**src/rtl/trace_logger_param.sv**
```systemverilog
// trace_logger_param: trace capture with circular pre/post-trigger capture or streaming FIFO mode.
// Rev 1.0 - initial parametrised release.
`timescale 1ns/1ps
`default_nettype none

module trace_logger_param #(
  parameter int WIDTH      = 32,
  parameter int DEPTH      = 16,
  parameter int DELAY_BITS = 3,
  parameter int DROP_BITS  = 16
) (
  input  logic                      CLK_I,
  input  logic                      RST_NI,
  input  logic                      ARM_I,
  input  logic                      CFG_MODE_I,
  input  logic [DELAY_BITS-1:0]     CFG_DELAY_I,
  input  logic                      TRG_EVENT_I,
  input  logic                      STORE_I,
  input  logic [WIDTH-1:0]          DATA_I,
  output logic                      STORE_PERM_O,
  output logic                      MEM_WE_O,
  output logic [$clog2(DEPTH)-1:0]  MEM_WADDR_O,
  output logic [WIDTH-1:0]          MEM_WDATA_O,
  output logic [$clog2(DEPTH)-1:0]  MEM_RADDR_O,
  input  logic [WIDTH-1:0]          MEM_RDATA_I,
  input  logic                      LOAD_REQUEST_I,
  output logic                      LOAD_GRANT_O,
  output logic [WIDTH-1:0]          DATA_O,
  output logic                      DATA_VALID_O,
  output logic [2:0]                STATE_O,
  output logic [$clog2(DEPTH)-1:0]  EVENT_ADDR_O,
  output logic                      TRG_DELAYED_O,
  output logic [$clog2(DEPTH+1)-1:0] FILL_O,
  output logic                      WRAPPED_O,
  output logic [DROP_BITS-1:0]      DROP_CNT_O
);

  localparam int AW = $clog2(DEPTH);
  localparam int FW = $clog2(DEPTH+1);
  localparam int LW = AW + DELAY_BITS + 1;

  typedef enum logic [2:0] {
    IDLE   = 3'd0,
    PRE    = 3'd1,
    POST   = 3'd2,
    DONE   = 3'd3,
    STREAM = 3'd4
  } state_t;

  state_t                state, state_nxt;
  logic [AW-1:0]         wptr, rptr, event_addr;
  logic [FW-1:0]         fill;
  logic                  wrapped;
  logic [LW-1:0]         post_cnt, post_len;
  logic [DROP_BITS-1:0]  drop_cnt;
  logic                  trg_delayed, rd_pending;
  logic [WIDTH-1:0]      data_hold;
  logic                  store_perm, readable, write_en, grant, full, trig, post_done;

  // Post-trigger length scales DEPTH-1 by (delay+1)/2^DELAY_BITS, so it never exceeds DEPTH-1.
  assign post_len  = ((LW'(CFG_DELAY_I) + LW'(1)) * LW'(DEPTH - 1)) >> DELAY_BITS;
  assign full      = (fill == FW'(DEPTH));
  assign trig      = (state == PRE) && TRG_EVENT_I && !ARM_I;
  assign post_done = (state == POST) && (post_cnt == '0);

  always_comb begin
    state_nxt  = state;
    store_perm = 1'b0;
    readable   = 1'b0;
    case (state)
      PRE: begin
        store_perm = 1'b1;
        if (TRG_EVENT_I) state_nxt = POST;
      end
      POST: begin
        store_perm = (post_cnt != '0);
        if (post_cnt == '0) state_nxt = DONE;
      end
      DONE:   readable = (fill != '0);
      STREAM: begin
        store_perm = !full;
        readable   = (fill != '0);
      end
      default: ;
    endcase
    // An arm cycle restarts capture; a store arriving with it is dropped silently.
    if (ARM_I) begin
      store_perm = 1'b0;
      state_nxt  = CFG_MODE_I ? STREAM : PRE;
    end
  end

  assign write_en = STORE_I && store_perm;
  assign grant    = LOAD_REQUEST_I && readable;

  always_ff @(posedge CLK_I or negedge RST_NI) begin
    if (!RST_NI) begin
      state       <= IDLE;
      wptr        <= '0;
      rptr        <= '0;
      event_addr  <= '0;
      fill        <= '0;
      wrapped     <= 1'b0;
      post_cnt    <= '0;
      drop_cnt    <= '0;
      trg_delayed <= 1'b0;
      rd_pending  <= 1'b0;
      data_hold   <= '0;
    end else begin
      state      <= state_nxt;
      rd_pending <= grant;
      if (rd_pending) data_hold <= MEM_RDATA_I;

      if (ARM_I) begin
        wptr        <= '0;
        rptr        <= '0;
        event_addr  <= '0;
        fill        <= '0;
        wrapped     <= 1'b0;
        post_cnt    <= '0;
        drop_cnt    <= '0;
        trg_delayed <= 1'b0;
      end else begin
        if (write_en) begin
          wptr <= wptr + 1'b1;
          if (wptr == AW'(DEPTH - 1)) wrapped <= 1'b1;
        end
        if (grant) rptr <= rptr + 1'b1;

        // Overwrite in trace mode keeps FILL pinned at DEPTH.
        if (write_en && !grant && !full)  fill <= fill + FW'(1);
        else if (grant && !write_en)      fill <= fill - FW'(1);

        if (trig) begin
          event_addr <= wptr;
          post_cnt   <= post_len;
        end else if ((state == POST) && write_en) begin
          post_cnt <= post_cnt - LW'(1);
        end

        // Readout starts at the oldest surviving entry.
        if (post_done) begin
          trg_delayed <= 1'b1;
          rptr        <= wrapped ? wptr : '0;
        end

        if ((state == STREAM) && STORE_I && !store_perm && (drop_cnt != {DROP_BITS{1'b1}}))
          drop_cnt <= drop_cnt + 1'b1;
      end
    end
  end

  assign STORE_PERM_O  = store_perm;
  assign MEM_WE_O      = write_en;
  assign MEM_WADDR_O   = wptr;
  assign MEM_WDATA_O   = DATA_I;
  assign MEM_RADDR_O   = rptr;
  assign LOAD_GRANT_O  = grant;
  assign DATA_VALID_O  = rd_pending;
  assign DATA_O        = rd_pending ? MEM_RDATA_I : data_hold;
  assign STATE_O       = state;
  assign EVENT_ADDR_O  = event_addr;
  assign TRG_DELAYED_O = trg_delayed;
  assign FILL_O        = fill;
  assign WRAPPED_O     = wrapped;
  assign DROP_CNT_O    = drop_cnt;

endmodule

`default_nettype wire

```
**config.mk**
```make
export PLATFORM = sky130hd
export DESIGN_NAME = trace_logger_param
export DESIGN_NICKNAME = d
export VERILOG_FILES = /design/src/rtl/trace_logger_param.sv
export SDC_FILE = /design/constraint.sdc
export NUM_CORES = 1
export LEC_CHECK = 0
export ABC_AREA = 1
export CAP_MARGIN = 20
export CORE_MARGIN = 1.5
export CORE_UTILIZATION = 40
export DETAILED_ROUTE_END_ITERATION = 6
export GPL_TIMING_DRIVEN = 0
export PLACE_DENSITY = 0.77
export RECOVER_POWER = 100
export SYNTH_ARGS = -nofsm -noshare
export SYNTH_HDL_FRONTEND = slang
export SYNTH_SLANG_ARGS = --single-unit
```
**constraint.sdc**
```tcl
create_clock -name CLK_I -period 2.9 [get_ports CLK_I]
set_clock_uncertainty 0.1 [all_clocks]
set_input_delay 0.58 -clock CLK_I [delete_from_list [all_inputs] [get_ports CLK_I]]
set_output_delay 0.58 -clock CLK_I [all_outputs]
set_load 0.01 [all_outputs]
```
# == Yosys cells after proc, flatten, opt, wreduce, memory -nomap -nowiden ==
# Index checks and enable logic that the tools add are counted.
# word_totals
regBits,79
wordCells,90
inputBits,74
output_inout_bits,106
# classes
mul,1
mux,30
add_sub_neg,7
n_eq_ne,9
reduce_logical,32
# ops
operator,count
2-to-1 mux 16 bit,2
2-to-1 mux 32 bit,1
2-to-1 mux 4 bit,8
2-to-1 mux 8 bit,3
adder 16 x 1 -> 16 bit (second input constant),1
!= test 16 bit (second input constant),1
2-to-1 mux 5 bit,3
logical AND 1 bit,12
2-to-1 mux 3 bit,4
nonzero test 3 bit,4
nonzero test 2 bit,5
adder 4 x 1 -> 4 bit (second input constant),2
zero test 8 bit,1
multiplier 4 x 4 -> 8 bit (second input constant),1
nonzero test 8 bit,1
subtractor 8 x 1 -> 8 bit (second input constant),1
2-to-1 mux 1 bit,7
equality test 3 x 2 -> 1 bit (second input constant),2
!= test 3 bit (second input constant),2
case mux 3 bit (2 select lines),1
adder 5 x 1 -> 5 bit (second input constant),1
equality test 5 bit (second input constant),1
zero test 1 bit,5
nonzero test 5 bit,1
other kinds (9),9

# == Logic depth before layout (Yosys ltp) ==
# depth
word_depth,10
depth_mapped,18

# == Worst setup path before layout ==
# Ideal clock, no wire load.
# synth_path
path_kind,input to register
start,input port CFG_DELAY_I[0]
end,register post_cnt[3]
path_slack_ps,-249
cell_stages,11
t_arrival_ps,2923
cell_sequence,ha_1 xor2_1 ha_1 inv_1 fa_1 fa_1 o21ai_0 xnor2_1 o22ai_1 nand2_1 o21ai_0
# synth_between
elab_chain_cells,4
# synth_rtl
element,line,text
from (decl),16,"input logic [DELAY_BITS-1:0] CFG_DELAY_I,"
adder 3 x 1 -> 4 bit,61,assign post_len = ((LW'(CFG_DELAY_I) + LW'(1)) * LW'(DEPTH - 1)) >> DELAY_BITS;
multiplier 4 x 4 -> 8 bit,61,
2-to-1 mux 8 bit,134,if (trig) begin
2-to-1 mux 8 bit,114,if (ARM_I) begin
to (signal assigned),136,post_cnt <= post_len;
to (signal assigned),138,post_cnt <= post_cnt - LW'(1);
to (decl),54,"logic [LW-1:0] post_cnt, post_len;"
# No other way between the ends.
# A chain may end at the register's enable or synchronous reset.

# == Worst setup path after layout ==
# Ends and elaborated chain as after synthesis.

==> flow_metrics.env <==
export IMPL_clk_pin_slew_ns=0.06
export IMPL_final_max_slew_viol_count=0
export IMPL_regArea_um2=1980
export IMPL_cts_sinks=79
export IMPL_setup_violations=0
export IMPL_ys_seq_area_share_pct=43.2
export IMPL_via_count=4023
export IMPL_antenna_found_initial=0
export IMPL_setup_tns_ns=0
export IMPL_coreArea_um2=11000
export IMPL_rows=38
export IMPL_drive_above_1_share_pct=16.6
export IMPL_synth_nets=608
export IMPL_synth_avg_cell_area_um2=8.99
export IMPL_ys_flop_type="dfrtp_1"
export IMPL_path_buf_inv=4
export IMPL_p_leak_uw=0.00304
export IMPL_final_fill_count=886
export IMPL_die_height_um=110
export IMPL_cp_max_fo=4
export IMPL_ys_types=34
export IMPL_min_period_over_period_pct=97.7
export IMPL_htreeDepth=3
export IMPL_drt_total_wl_mm=11.7
export IMPL_crit_slowest_cell="fa_1"
export IMPL_clock_root_buffer="clkbuf_16"
export IMPL_grt_usage_pct=19.6
export IMPL_n_antenna_cell=0
export IMPL_grt_setup_unrepaired="yes"
export IMPL_critPathCaptureType="flop"
export IMPL_max_slew_margin_rel_pct=40.0
export IMPL_areaGrowthSynthToFinish_pct=47.7
export IMPL_min_path_type="flop to flop"
export IMPL_cts_buffers=9
export IMPL_grt_max_degree=69
export IMPL_outcome="completed"
export IMPL_cap_viol_max_count=0
export IMPL_cp_top_family="adder cells"
export IMPL_cp_arrival_ns=2.94
export IMPL_die_area_um2=12100
export IMPL_overflow=0
export IMPL_cpPeakStageDelay_ns=0.47
export IMPL_cts_tree="built"
export IMPL_drt_initial_drc_count=152
export IMPL_remaining_drc_errors=0
export IMPL_worst_setup_path_type="input port to flop"
export IMPL_wl_per_cell_um=14.3
export IMPL_async_reset_ff_share_pct=100
export IMPL_start_util_pct=41.7
export IMPL_p_per_area_nw_per_um2=731
export IMPL_hold_viol_final=0
export IMPL_max_freq_ghz=0.353
export IMPL_dpl_hpwl_mm=8.99
export IMPL_finalPower_uw=4940
export IMPL_worst_skew_pair_late_latency_ns=0.33
export IMPL_startpoint_type="input port"
export IMPL_finalCriticalPeriod_ns=2.83
export IMPL_grt_pass1_vias=4060
export IMPL_ys_warn_count=0
export IMPL_dr_pass1_iters=4
export IMPL_cp_required_ns=3.01
export IMPL_io_buffers=147
export IMPL_drtAntennaViolNets=0
export IMPL_synth_area_um2=4580
export IMPL_mostFrequentLayoutCell="clkdlybuf4s50_1"
export IMPL_ys_ff_latch=79
export IMPL_finalWeightedCongestion=0.861
export IMPL_crit_top_cell="ha_4"
export IMPL_ir_drop_uv=478
export IMPL_synth_area_top_cells="dfrtp_1 43%, nand2_1 9.8%, mux2_2 7.9%"
export IMPL_grt_pass1_wl_mm=18.7
export IMPL_synth_top_area_cell="dfrtp_1"
export IMPL_synthCells=509
export IMPL_nets=773
export IMPL_synth_top_cell_area_share_pct=43.2
export IMPL_viasPerCell=4.91
export IMPL_ios=180
export IMPL_die_w_um=110
export IMPL_worst_pin_slew_ns=0.900
export IMPL_cp_cell_sequence="buf_12 -> inv_4 -> ha_4 -> xor2_4 -> ha_4 -> inv_2 -> fa_1 -> buf_4 -> fa_2 -> o21ai_2 -> xnor2_1 -> o22ai_1 -> nand2_1 -> o21ai_0"
export IMPL_mostFrequentLayoutCells="143 x clkdlybuf4s50_1, 117 x nand2_1, 79 x dfrtp_1"
export IMPL_synth_enable_flop_cells=0
export IMPL_multi_input_area_um2=2290
export IMPL_cts_path_max_buffers=2
[power by group]
part	total (uW)	internal [uW]	switching [uW]
registers	1610	1420	185
logic	2110	1130	977
clock network	1220	760	461
[Yosys cell counts, types with 2 or more instances]
cell / count
clkbuf_1: 5
inv_1: 40
ha_1: 20
o21ai_0: 28
xnor2_1: 12
mux2_2: 32
fa_1: 5
nand2_2: 2
nor3_1: 5
o211ai_1: 2
dfrtp_1: 79
nor2_1: 33
nor3_2: 2
nand2_4: 2
nand3_2: 3
o21ai_1: 6
nand3_1: 29
nand4_1: 4
a21oi_1: 8
xor2_1: 18
o22ai_1: 6
nand2_1: 119
buf_1: 3
buf_4: 32
inv_2: 5
[what timing repair did]
action                     4_1_cts  5_1_grt
hold endpoints to repair         9        0
setup endpoints to repair       36        5
gates resized for setup         21       21
setup buffers                    0        5
hold buffers                     1        0
gates cloned                     0        0
pin swaps                        2       12
[final timing paths]
| path | from | to | slack, ns | depth (start not counted) |
|---|---|---|---|---|
| setup / recovery | CFG_DELAY_I[0] | post_cnt[3]$_DFFE_PN0P_ | 0.07 | 14 |
| min in group asynchronous | RST_NI | data_hold[12]$_DFF_PN0_ | 0.74 | 2 |
| max in group asynchronous | RST_NI | DATA_VALID_O$_DFF_PN0_ | 0.54 | 3 |
| hold reg to reg | data_hold[8]$_DFF_PN0_ | data_hold[8]$_DFF_PN0_ | 0.38 | 1 |
| hold / removal | data_hold[8]$_DFF_PN0_ | data_hold[8]$_DFF_PN0_ | 0.38 | 1 |
| setup reg to reg | STATE_O[0]$_DFFE_PN0P_ | FILL_O[4]$_DFFE_PN0P_ | 0.32 | 15 |
[logic make-up (layout without fill, tap and decap cells)]
kind of cell | Yosys count | count (layout) | share of synthesized area, %
AND/OR/NAND/NOR | 203 | 203 | 19.5
adder cells (fa/ha/maj) | 25 | 25 | 7.65
XOR/XNOR | 30 | 30 | 5.74
flip-flops | 79 | 79 | 43.2
multiplexers | 32 | 32 | 7.87
AO/OA/AOI/OAI | 52 | 52 | 6.04
buffers and inverters | 88 | 258 | 10.1
[per-stage QoR]
step           worst slack [ns]  hold WS (ns)  instance area [um2]  cells  utilization, %
3_5_place_dp             -0.810         0.348                 6300    797            57.4
3_3_place_gp              -1.55         0.370                 6280    796            57.2
5_1_grt                 -0.0968         0.405                 6760    819            61.6
4_1_cts                  0.0379         0.399                 6680    814            60.8
2_1_floorplan           0.00716         0.184                 4630    509               -
6_report                 0.0669         0.381                 6760    819            61.6
[cell type report]
cell class,instances,share of cell area (%)
well taps,140,2.59
repair buffers,154,22.6
plain buffers,42,4.29
flip-flops and latches,79,29.2
multi-input cells,342,33.9
inverters,46,2.65
clock buffers,10,3.39
clock inverters,6,1.37
[registers in the layout (all words and copies together) (netlist names)]
name,flops
data_hold,32
DROP_CNT_O,16
post_cnt,8
FILL_O,5
EVENT_ADDR_O,4
MEM_RADDR_O,4
MEM_WADDR_O,4
STATE_O,3
DATA_VALID_O,1
TRG_DELAYED_O,1
WRAPPED_O,1
[layer usage]
layer	track usage (%)	wire length, um	up-vias
met5	0	0	-
met4	6.68	182	0
met3	5.17	1010	15
met2	35.8	6120	148
met1	21.9	4410	1911
li1	-	-	1949
(Power assumes the default switching activity.)
